===== src/rtl/gray_step_decoder.sv =====
// gray_step_decoder: takes a stream of Gray-coded position samples and decodes
// each one to binary. It classifies the move from the previous sample as
// HOLD, UP, DOWN or ERR, and keeps a wrapping position count plus a saturating
// error count. A one-entry output register holds each result (latency 1), and
// a new result can replace the current one in the same cycle it drains.
module gray_step_decoder #(
   parameter int W     = 4,
   parameter int POS_W = 8,
   parameter int ERR_W = 8
) (
   input  logic             clk,
   input  logic             rst,
   input  logic             in_valid,
   output logic             in_ready,
   input  logic [W-1:0]     g_in,
   output logic             out_valid,
   input  logic             out_ready,
   output logic [W-1:0]     out_bin,
   output logic [W-1:0]     out_gray,
   output logic [1:0]       out_step,
   output logic             out_first,
   output logic [POS_W-1:0] pos,
   output logic [ERR_W-1:0] err_cnt
);

   localparam logic [0:0] S_IDLE  = 1'b0;  // no reference sample yet
   localparam logic [0:0] S_TRACK = 1'b1;  // out_bin holds the reference

   localparam logic [1:0] STEP_HOLD = 2'b00;
   localparam logic [1:0] STEP_UP   = 2'b01;
   localparam logic [1:0] STEP_DOWN = 2'b10;
   localparam logic [1:0] STEP_ERR  = 2'b11;

   logic [0:0]   state;
   logic         accept;
   logic [W-1:0] cur_bin;
   logic [W-1:0] diff;
   logic [1:0]   step;

   // Convert Gray to binary by a prefix XOR that runs from the MSB down.
   function automatic logic [W-1:0] gray2bin(input logic [W-1:0] g);
      logic [W-1:0] b;
      b[W-1] = g[W-1];
      for (int i = W - 2; i >= 0; i--) begin
         b[i] = b[i+1] ^ g[i];
      end
      return b;
   endfunction

   // in_ready depends only on the output register, so g_in has no path to any output.
   assign in_ready = !out_valid || out_ready;
   assign accept   = in_valid && in_ready;

   // Decode the incoming sample and classify it against the reference sample.
   // The reference is always the last accepted binary, which out_bin already
   // holds, so no separate register is needed. The modulo-2^W difference
   // covers the wrap cases without extra logic: 0 - all-ones is +1, and
   // all-ones - 0 is -1.
   always_comb begin
      cur_bin = gray2bin(g_in);
      diff    = cur_bin - out_bin;
      step    = STEP_ERR;
      if (diff == '0)
         step = STEP_HOLD;
      else if (diff == W'(1))
         step = STEP_UP;
      else if (diff == '1)
         step = STEP_DOWN;
   end

   // Output register: load on accept, drop valid when drained with nothing new.
   always_ff @(posedge clk) begin
      if (rst) begin
         out_valid <= 1'b0;
         out_bin   <= '0;
         out_gray  <= '0;
         out_step  <= STEP_HOLD;
         out_first <= 1'b0;
      end else if (accept) begin
         out_valid <= 1'b1;
         out_bin   <= cur_bin;
         out_gray  <= g_in;
         out_step  <= (state == S_IDLE) ? STEP_HOLD : step;
         out_first <= (state == S_IDLE);
      end else if (out_ready) begin
         out_valid <= 1'b0;
      end
   end

   // Tracking state: the first accepted sample after reset becomes the
   // reference. After that the decoder stays in TRACK, and it resyncs to each
   // new sample even after an error.
   always_ff @(posedge clk) begin
      if (rst)
         state <= S_IDLE;
      else if (accept)
         state <= S_TRACK;
   end

   // Position counter: wraps modulo 2^POS_W in both directions.
   always_ff @(posedge clk) begin
      if (rst) begin
         pos <= '0;
      end else if (accept && state == S_TRACK) begin
         if (step == STEP_UP)
            pos <= pos + POS_W'(1);
         else if (step == STEP_DOWN)
            pos <= pos - POS_W'(1);
      end
   end

   // Error counter: stops at all-ones so that a burst of errors never looks small.
   always_ff @(posedge clk) begin
      if (rst) begin
         err_cnt <= '0;
      end else if (accept && state == S_TRACK && step == STEP_ERR && err_cnt != '1) begin
         err_cnt <= err_cnt + ERR_W'(1);
      end
   end

endmodule


===== config.mk =====
export PLATFORM = sky130hd
export DESIGN_NAME = gray_step_decoder
export DESIGN_NICKNAME = d
export VERILOG_FILES = /design/src/rtl/gray_step_decoder.sv
export SDC_FILE = /design/constraint.sdc
export NUM_CORES = 1
export LEC_CHECK = 0
export CAP_MARGIN = 20
export CORE_MARGIN = 2
export CORE_UTILIZATION = 62
export DETAILED_ROUTE_END_ITERATION = 16
export DONT_BUFFER_PORTS = 1
export GPL_ROUTABILITY_DRIVEN = 0
export PLACE_DENSITY_LB_ADDON = 0.1
export SYNTH_ARGS = -nofsm -noshare
export SYNTH_HDL_FRONTEND = slang
export SYNTH_SLANG_ARGS = --single-unit

===== constraint.sdc =====
create_clock -name clk -period 5.8 [get_ports clk]
set_input_delay 0.87 -clock clk [delete_from_list [all_inputs] [get_ports clk]]
set_output_delay 0.87 -clock clk [all_outputs]
set_load 0.01 [all_outputs]

# Word level (Yosys, flattened, before mapping)
# Cells that the tools add are included.
[word_totals]
regBits = 29
input_bits = 8
output_inout_bits = 29
[op_classes]
reduce_logical = 10
n_mux = 8
bitwise_logic = 4
n_addsub = 4
n_eq_ne = 6
[ops]
columns = ["cell", "count"]
rows = [
  ["adder 8 x 1 -> 8 bit (second input constant)", 2],
  ["2-to-1 mux 8 bit", 2],
  ["!= test 8 bit (second input constant)", 1],
  ["subtractor 8 x 1 -> 8 bit (second input constant)", 1],
  ["2-to-1 mux 2 bit", 3],
  ["equality test 2 bit (second input constant)", 2],
  ["equality test 4 x 1 -> 1 bit (second input constant)", 1],
  ["equality test 4 bit (second input constant)", 1],
  ["logical AND 1 bit", 4],
  ["logical NOT 4 bit", 1],
  ["nonzero test 2 bit", 2],
  ["subtractor 4 bit", 1],
  ["2-to-1 mux 1 bit", 3],
  ["XOR 1 bit", 3],
  ["equality test 2 x 1 -> 1 bit (second input constant)", 1],
  ["AND reduction 2 bit", 1],
  ["logical NOT 1 bit", 1],
  ["logical OR 1 bit", 1],
  ["inverter 1 bit", 1],
]

# Longest topological paths before layout
# Gate-level depths: netlist of the first run.
[logic_depth]
ltp_word = 11
ltp_mapped = 17
ltp_nobuf = 17

# Worst setup path after synthesis of the first run
# OpenSTA, ideal clock, no wires.
[synth_timing]
kind = "input-to-reg"
startpoint = "input port g_in[2]"
endpoint = "register pos[7]"
arrival_ns = 4.629
required_ns = 5.733
setup_time_ns = 0.067
cell_stages = 17
setup_slack_ns = 1.104
cell_sequence = "xor2_1 > xor2_1 > xnor2_1 > ha_1 > inv_1 > fa_1 > xor2_1 > a211oi_2 > a32oi_1 > ha_1 > inv_1 > ha_1 > a21oi_1 > a211oi_1 > or4_4 > a21o_1 > a21oi_2"
[synth_via]
elab_chain_cells = 11
elab_cells_between_ends = 15
[synth_rtl]
columns = ["item", "line_no", "text"]
rows = [
  ["start, declared", "15", "input logic [W-1:0] g_in,"],
  ["XOR 1 bit (*) (2 in series)", "45", "b[i] = b[i+1] ^ g[i];"],
  ["via cur_bin[1]", "36", "logic [W-1:0] cur_bin;"],
  ["XOR 1 bit", "45", ""],
  ["subtractor 4 bit (*)", "61", "diff = cur_bin - out_bin;"],
  ["equality test 4 bit", "67", "else if (diff == '1)"],
  ["2-to-1 mux 1 bit", "67", ""],
  ["2-to-1 mux 2 bit", "65", "else if (diff == W'(1))"],
  ["2-to-1 mux 2 bit (*)", "63", "if (diff == '0)"],
  ["equality test 2 x 1 -> 1 bit / equality test 2 bit (equally long branches)", "105, 107", ""],
  ["nonzero test 2 bit (no source line)", "--", ""],
  ["AND reduction 2 bit (no source line)", "--", ""],
  ["end signal, assigned", "106", "pos <= pos + POS_W'(1);"],
  ["end signal, assigned", "108", "pos <= pos - POS_W'(1);"],
  ["end, declared", "22", "output logic [POS_W-1:0] pos,"],
]
# The timed path passes the listed nets; every way through them passes the cells marked *.
# A chain may end at the register's enable or synchronous reset.

# Worst setup path after layout of the first run
# Ends and elaborated chain as after synthesis.

==> impl_metrics.tcl, run 1 <==
set metrics [dict create \
    powerDensity_nw_per_um2 281 \
    cts.path.max_buffers 2 \
    cp-start-kind "input port" \
    syn-num-nets 206 \
    syn_to_final_growth_pct 2.08 \
    rows 18 \
    cts_resized 0 \
    path_class "input port to register" \
    rr_worst_depth 14 \
    grt_pass1_vias 1147 \
    cap_violations 0 \
    drt_iter0_markers 40 \
    synth.avg_cell_area_um2 8.51 \
    cts_setup_buffers 0 \
    wl_per_cell_um 14.4 \
    period_minus_slack_ns 4.81 \
    cts_root_buffer "clkbuf_4" \
    gr-usage-all-layers_pct 21.7 \
    yosysSeqAreaShare_pct 35.8 \
    reg2reg_setup_slack_ns 1.99 \
    cts_sinks 28 \
    synth-seq-cells 28 \
    postRouteAntennaNets 0 \
    slew_headroom_pct 70.9 \
    viasPerCell 6.02 \
    p_leak_uw 0.000602 \
    yosys.area.top_type_share_pct 35.8 \
    grt_first_pass_wirelength_um 4730 \
    layout_common_cells "dfxtp_1 (28), nand2_1 (26), nor2_1 (18)" \
    yosysTopAreaCell "dfxtp_1" \
    cp.arrival_ns 5.09 \
    netlist_area_um2 1570 \
    dp_hpwl_um 2250 \
    grt_overflow 0 \
    cp_max_fo 7 \
    synth_cell_type_count 38 \
    intPower_uw 299 \
    pwr-share-seq_pct 49.1 \
    max_freq_ghz 0.208 \
    wirelength_um 3030 \
    ys_warn_count 0 \
    power_switching_uw 150 \
    combPwrFrac_pct 29.6 \
    post-place-ws_ns 0.684 \
    ir_drop_uv 189 \
    rsz0062_at_grt "no" \
    synth_area_leaders "dfxtp_1 (36%), ha_1 (9.6%), xnor2_1 (6.7%)" \
    initial_utilization_pct 64.4 \
    layout_commonest_cell "dfxtp_1" \
    cts-hold-fix-buffers 0 \
    setup_slack_ns 0.991 \
    end_kind "register" \
    tightest_slew_ns 0.434 \
    fin_setup_tns_ns 0 \
    grt_max_degree 30 \
    cts_tree "built" \
    pwr-share-clk_pct 21.3 \
    antenna_cells 0 \
    finClkSkew_ns 0.00665 \
    fin_util_pct 65.7 \
    post-route-period-util_pct 82.9 \
    firstDrtPassIters 4 \
    via_count 1264 \
    post-route-drc-count 0 \
    core_area_um2 2430 \
    hold_viol_final 0 \
    fin_nets 203 \
    syn_inst 184 \
    cts.clk_slew.worst_paths_ns 0.15 \
    swShare_pct 33.5 \
    htreeDepth 1 \
    die_area_um2 2940 \
    setup_viol 0 \
    hold_slack_ns 0.506 \
    whs_path_depth 2 \
    drv_slew 0 \
    die_y_um 54.3 \
    run_status "finished clean" \
    drive_gt1_share_pct 5.00 \
    ioPinCount 37 \
    hold_path.class "register to register" \
    cts_inserted_buffers 3 \
    antenna_found_initial 0 \
    port_buffers 0 \
    chipWidth_um 54.3 \
    insertion_delay_ns 0.33 \
    cp_data_required_time_ns 6.08 \
]
[critical path, stage by stage]
cell and delay [ns]:
xor2_1 0.28, xor2_1 0.41, xnor2_1 0.20, ha_1 0.20, inv_1 0.06, fa_1 0.38, xor2_1 0.17, a211oi_2 0.31
a32oi_1 0.17, ha_1 0.27, inv_1 0.21, ha_1 0.33, a21oi_1 0.29, a211oi_1 0.14, or4_4 0.49, a21o_1 0.20
a21oi_2 0.11
[metal layers]
layer  vias to the layer above  track usage [%]  part of all wire [%]
met4                         0             7.50                  0.49
met5                         -                0                     0
met3                         2             4.10                   5.1
met1                       599             28.1                    45
li1                        633                -                     -
met2                        30             36.1                    49
[logic make-up after synthesis]
| logic type | count (synthesis) | synth area share, % |
|---|---|---|
| simple gates | 72 | 23.0 |
| fa+ha+maj | 14 | 12.1 |
| compound gates | 38 | 15.6 |
| flops | 28 | 35.8 |
| xor+xnor | 16 | 8.95 |
| buf+inv | 16 | 4.55 |
[stage by stage]
step / cell area, um^2 / total power (uW) / instances
final: 1600 / 449 / 210
after global routing: 1600 / 476 / 210
after CTS: 1600 / 451 / 210
after detailed placement: 1560 / 356 / 206
after global placement: 1560 / 351 / 206
after floorplan: 1570 / 336 / 184
[state kept, by name, summed over array words and instances, names as in the netlist]
| signal | flops |
|---|---|
| err_cnt | 8 |
| out_valid | 1 |
| out_first | 1 |
| out_step | 2 |
| state | 1 |
| out_bin | 4 |
| out_gray | 3 |
| pos | 8 |
[power groups by stage]
stage | clock network (uW) | registers, uW | logic, uW
2_1_floorplan | 0 | 222 | 114
3_3_place_gp | 0 | 225 | 126
3_5_place_dp | 0 | 225 | 131
4_1_cts | 98.2 | 221 | 132
5_1_grt | 103 | 223 | 150
6_report | 95.5 | 221 | 133
[path summary, 6_finish.rpt]
path,from,to
setup / recovery,g_in[2],pos[7]
setup reg to reg,out_bin[0],pos[7]
hold / removal,out_gray[0],out_gray[0]
hold reg to reg,out_gray[0],out_gray[0]
[Yosys cell counts]
| cell type | number |
|---|---|
| dfxtp_1 | 28 |
| nand2_1 | 26 |
| nor2_1 | 18 |
| a21oi_1 | 17 |
| ha_1 | 12 |
| xnor2_1 | 12 |
| inv_1 | 8 |
| nand3_1 | 7 |
| clkbuf_1 | 6 |
| a211oi_1 | 4 |
| a21o_1 | 4 |
| nor4_1 | 4 |
| o21ai_0 | 4 |
| xor2_1 | 4 |
| and2_1 | 2 |
| and3_1 | 2 |
| fa_1 | 2 |
| nand3b_1 | 2 |
| nand4_1 | 2 |
| nor3_1 | 2 |
| a211oi_2 | 1 |
| a21oi_2 | 1 |
| a2bb2oi_1 | 1 |
| a31oi_1 | 1 |
| a32oi_1 | 1 |
| a41o_1 | 1 |
| and4_1 | 1 |
| buf_4 | 1 |
| buf_6 | 1 |
| nand2b_2 | 1 |
| nand4_4 | 1 |
| nor2b_1 | 1 |
| nor3b_1 | 1 |
| nor4b_1 | 1 |
| o211ai_1 | 1 |
| o311ai_0 | 1 |
| o31ai_1 | 1 |
| or4_4 | 1 |
[area by class of cell]
cell class / instances / area, um^2
Clock buffer: 4 / 36.3
Fill cell: 222 / 833
Inverter: 8 / 30.0
Multi-Input combinational cell: 140 / 935
Sequential cell: 28 / 561
Tap cell: 30 / 37.5
(Power assumes the default switching activity.)
==> inputs of run 2 (changes only) <==
--- a/config.mk
+++ b/config.mk
@@ -7,7 +7,7 @@
 export LEC_CHECK = 0
 export CAP_MARGIN = 20
 export CORE_MARGIN = 2
-export CORE_UTILIZATION = 62
+export CORE_UTILIZATION = 56
 export DETAILED_ROUTE_END_ITERATION = 16
 export DONT_BUFFER_PORTS = 1
 export GPL_ROUTABILITY_DRIVEN = 0
==> constraint.sdc (replaced) <==
create_clock -name clk -period 4 [get_ports clk]
set_input_delay 0.6 -clock clk [delete_from_list [all_inputs] [get_ports clk]]
set_output_delay 0.6 -clock clk [all_outputs]
set_load 0.01 [all_outputs]
==> impl_metrics.tcl, run 2 (synthesis results as in run 1) <==
set metrics [dict create \
    gr-usage-all-layers_pct 20.9 \
    max_stage_delay_ns 0.49 \
    grt_overflow 0 \
    path_class "input port to register" \
    cts_inserted_buffers 3 \
    worst_path_dominant_cell_family "adder cells" \
    core_area_um2 2710 \
    worst_hold_path.endpoint "pos[7]" \
    setup_viol 0 \
    rsz0062_at_grt "no" \
    chipWidth_um 56.9 \
    viasPerCell 5.96 \
    insertion_delay_ns 0.32 \
    die_area_um2 3240 \
    fin_setup_tns_ns 0 \
    die_y_um 56.9 \
    seq_area_um2 561 \
    drive_gt1_share_pct 13.2 \
    tightest_slew_ns 0.440 \
    end_kind "register" \
    min_from "rst" \
    r2r_end "pos[7]" \
    post-route-drc-count 0 \
    worst_path_most_repeated_cell "a21oi_2" \
    powerDensity_nw_per_um2 389 \
    combPwrFrac_pct 35.1 \
    reg_top3 "err_cnt: 8 flops, pos: 8 flops, out_bin: 4 flops" \
    cp.arrival_ns 4.03 \
    ioPinCount 37 \
    post-place-ws_ns -0.0918 \
    whs_path_depth 1 \
    p_leak_uw 0.000648 \
    cts_sinks 28 \
    period_minus_slack_ns 3.77 \
    worstReg2RegStart "out_bin[0]" \
    cp_max_fo 7 \
    rr_worst_depth 13 \
    fill_cells 254 \
    run_status "finished clean" \
    firstDrtPassIters 4 \
    wl_per_cell_um 14.4 \
    grt_first_pass_wirelength_um 5440 \
    cts_setup_buffers 0 \
    cp-start-kind "input port" \
    fin_util_pct 63.5 \
    setup_slack_ns 0.233 \
    intPower_uw 446 \
    cts.path.max_buffers 2 \
    placed_cells 217 \
    antenna_cells 0 \
    swShare_pct 33.5 \
    port_buffers 0 \
    post-route-period-util_pct 94.2 \
    slowest_stage "or4_4" \
    reg2reg_setup_slack_ns 0.64 \
    rows 19 \
    dp_hpwl_um 2440 \
    pwr-share-clk_pct 17.1 \
    power_switching_uw 225 \
    crit_chain "xor2_4 > xor2_2 > xnor2_1 > ha_1 > inv_1 > fa_1 > nor2b_1 > a32oi_1 > ha_2 > inv_4 > ha_4 > a21oi_2 > a211oi_1 > or4_4 > a21o_1 > a21oi_2" \
    cp_data_required_time_ns 4.27 \
    max_freq_ghz 0.265 \
    cts_root_buffer "clkbuf_4" \
    layout_common_cells "dfxtp_1 (28), nand2_1 (26), nor2_1 (18)" \
    ir_drop_uv 228 \
    slew_headroom_pct 70.6 \
    hold_slack_ns 0.322 \
    via_count 1312 \
    finClkSkew_ns 0.00276 \
    hold_path.class "input port to register" \
    fin_nets 213 \
    syn_to_final_growth_pct 9.90 \
    hold_viol_final 0 \
    grt_max_degree 30 \
    initial_utilization_pct 57.8 \
    antenna_found_initial 0 \
    pwr-share-seq_pct 47.8 \
    wirelength_um 3170 \
    drt_iter0_markers 42 \
    htreeDepth 1 \
    layout_commonest_cell "dfxtp_1" \
    cts_tree "built" \
    cts.clk_slew.worst_paths_ns 0.14 \
    multi_input_area_um2 992 \
    grt_pass1_vias 1258 \
    final_cell_count_no_fill 220 \
    drv_slew 0 \
    path_buf_inv 2 \
    cap_violations 0 \
    postRouteAntennaNets 0 \
]
[run 2: cell count changes in the layout (fill, tap and decap cells not counted), moves of 2 or more]
cell,previous run,this run
ha_4,0,2
xor2_1,4,2
buf_4,0,10
ha_1,12,9
[run 2: routing by layer]
layer / vias up / routed length (um) / GRT usage, %
met4: 0 / 26 / 5.65
met1: 620 / 1400 / 26.8
met3: 4 / 194 / 4.15
met2: 35 / 1550 / 35.5
met5: - / 0 / 0
li1: 653 / - / -
[run 2: worst reg2reg max path, cell delays in order, from the launching register on]
cell and delay [ns]:
dfxtp_1 0.45, ha_1 0.21, inv_1 0.06, fa_1 0.47, nor2b_1 0.15, a32oi_1 0.25, ha_2 0.27, inv_4 0.08
ha_4 0.24, a21oi_2 0.19, a211oi_1 0.12, or4_4 0.49, a21o_1 0.21, a21oi_2 0.13
[run 2: power groups by stage]
stage / clock (uW) / sequential, uW / combinational [uW]
3_3_place_gp: 0 / 327 / 224
2_1_floorplan: 0 / 322 / 179
5_1_grt: 129 / 323 / 266
3_5_place_dp: 0 / 327 / 234
4_1_cts: 120 / 321 / 235
6_report: 114 / 321 / 236
[run 2: layout make-up]
cell class,instances,share of cell area (%)
multi-input cells,140,57.6
flip-flops and latches,28,32.6
repair buffers,10,4.36
well taps,31,2.25
inverters,8,1.89
clock buffers,3,1.31
[run 2: through the flow]
stage / power, uW / area (um^2)
floorplan: 501 / 1630
global placement: 551 / 1700
detailed placement: 561 / 1700
CTS: 677 / 1720
global route: 718 / 1720
finish: 671 / 1720
[run 2: repair_timing]
item,in CTS,in global routing
hold buffers,0,0
hold endpoints to repair,0,0
endpoints found under the setup margin,0,1
resized for setup,0,1
[run 2: worst max path at each step]
stage	startpoint	to	slack [ns]	depth (start not counted)
floorplan	g_in[2]	pos[7]	0.02	17
global route	g_in[2]	pos[7]	0.06	17
finish	g_in[2]	pos[7]	0.23	16
global placement	g_in[2]	pos[7]	0.03	17
CTS	g_in[2]	pos[7]	0.23	17
detailed placement	g_in[2]	pos[7]	-0.09	17
==> inputs of run 3 (changes only) <==
--- a/config.mk
+++ b/config.mk
@@ -8,6 +8,7 @@
 export CAP_MARGIN = 20
 export CORE_MARGIN = 2
 export CORE_UTILIZATION = 56
+export CTS_CLUSTER_SIZE = 10
 export DETAILED_ROUTE_END_ITERATION = 16
 export DONT_BUFFER_PORTS = 1
 export GPL_ROUTABILITY_DRIVEN = 0
==> results of run 3 <==
No change in the layout: final DEF, timing and power equal those of run 2.
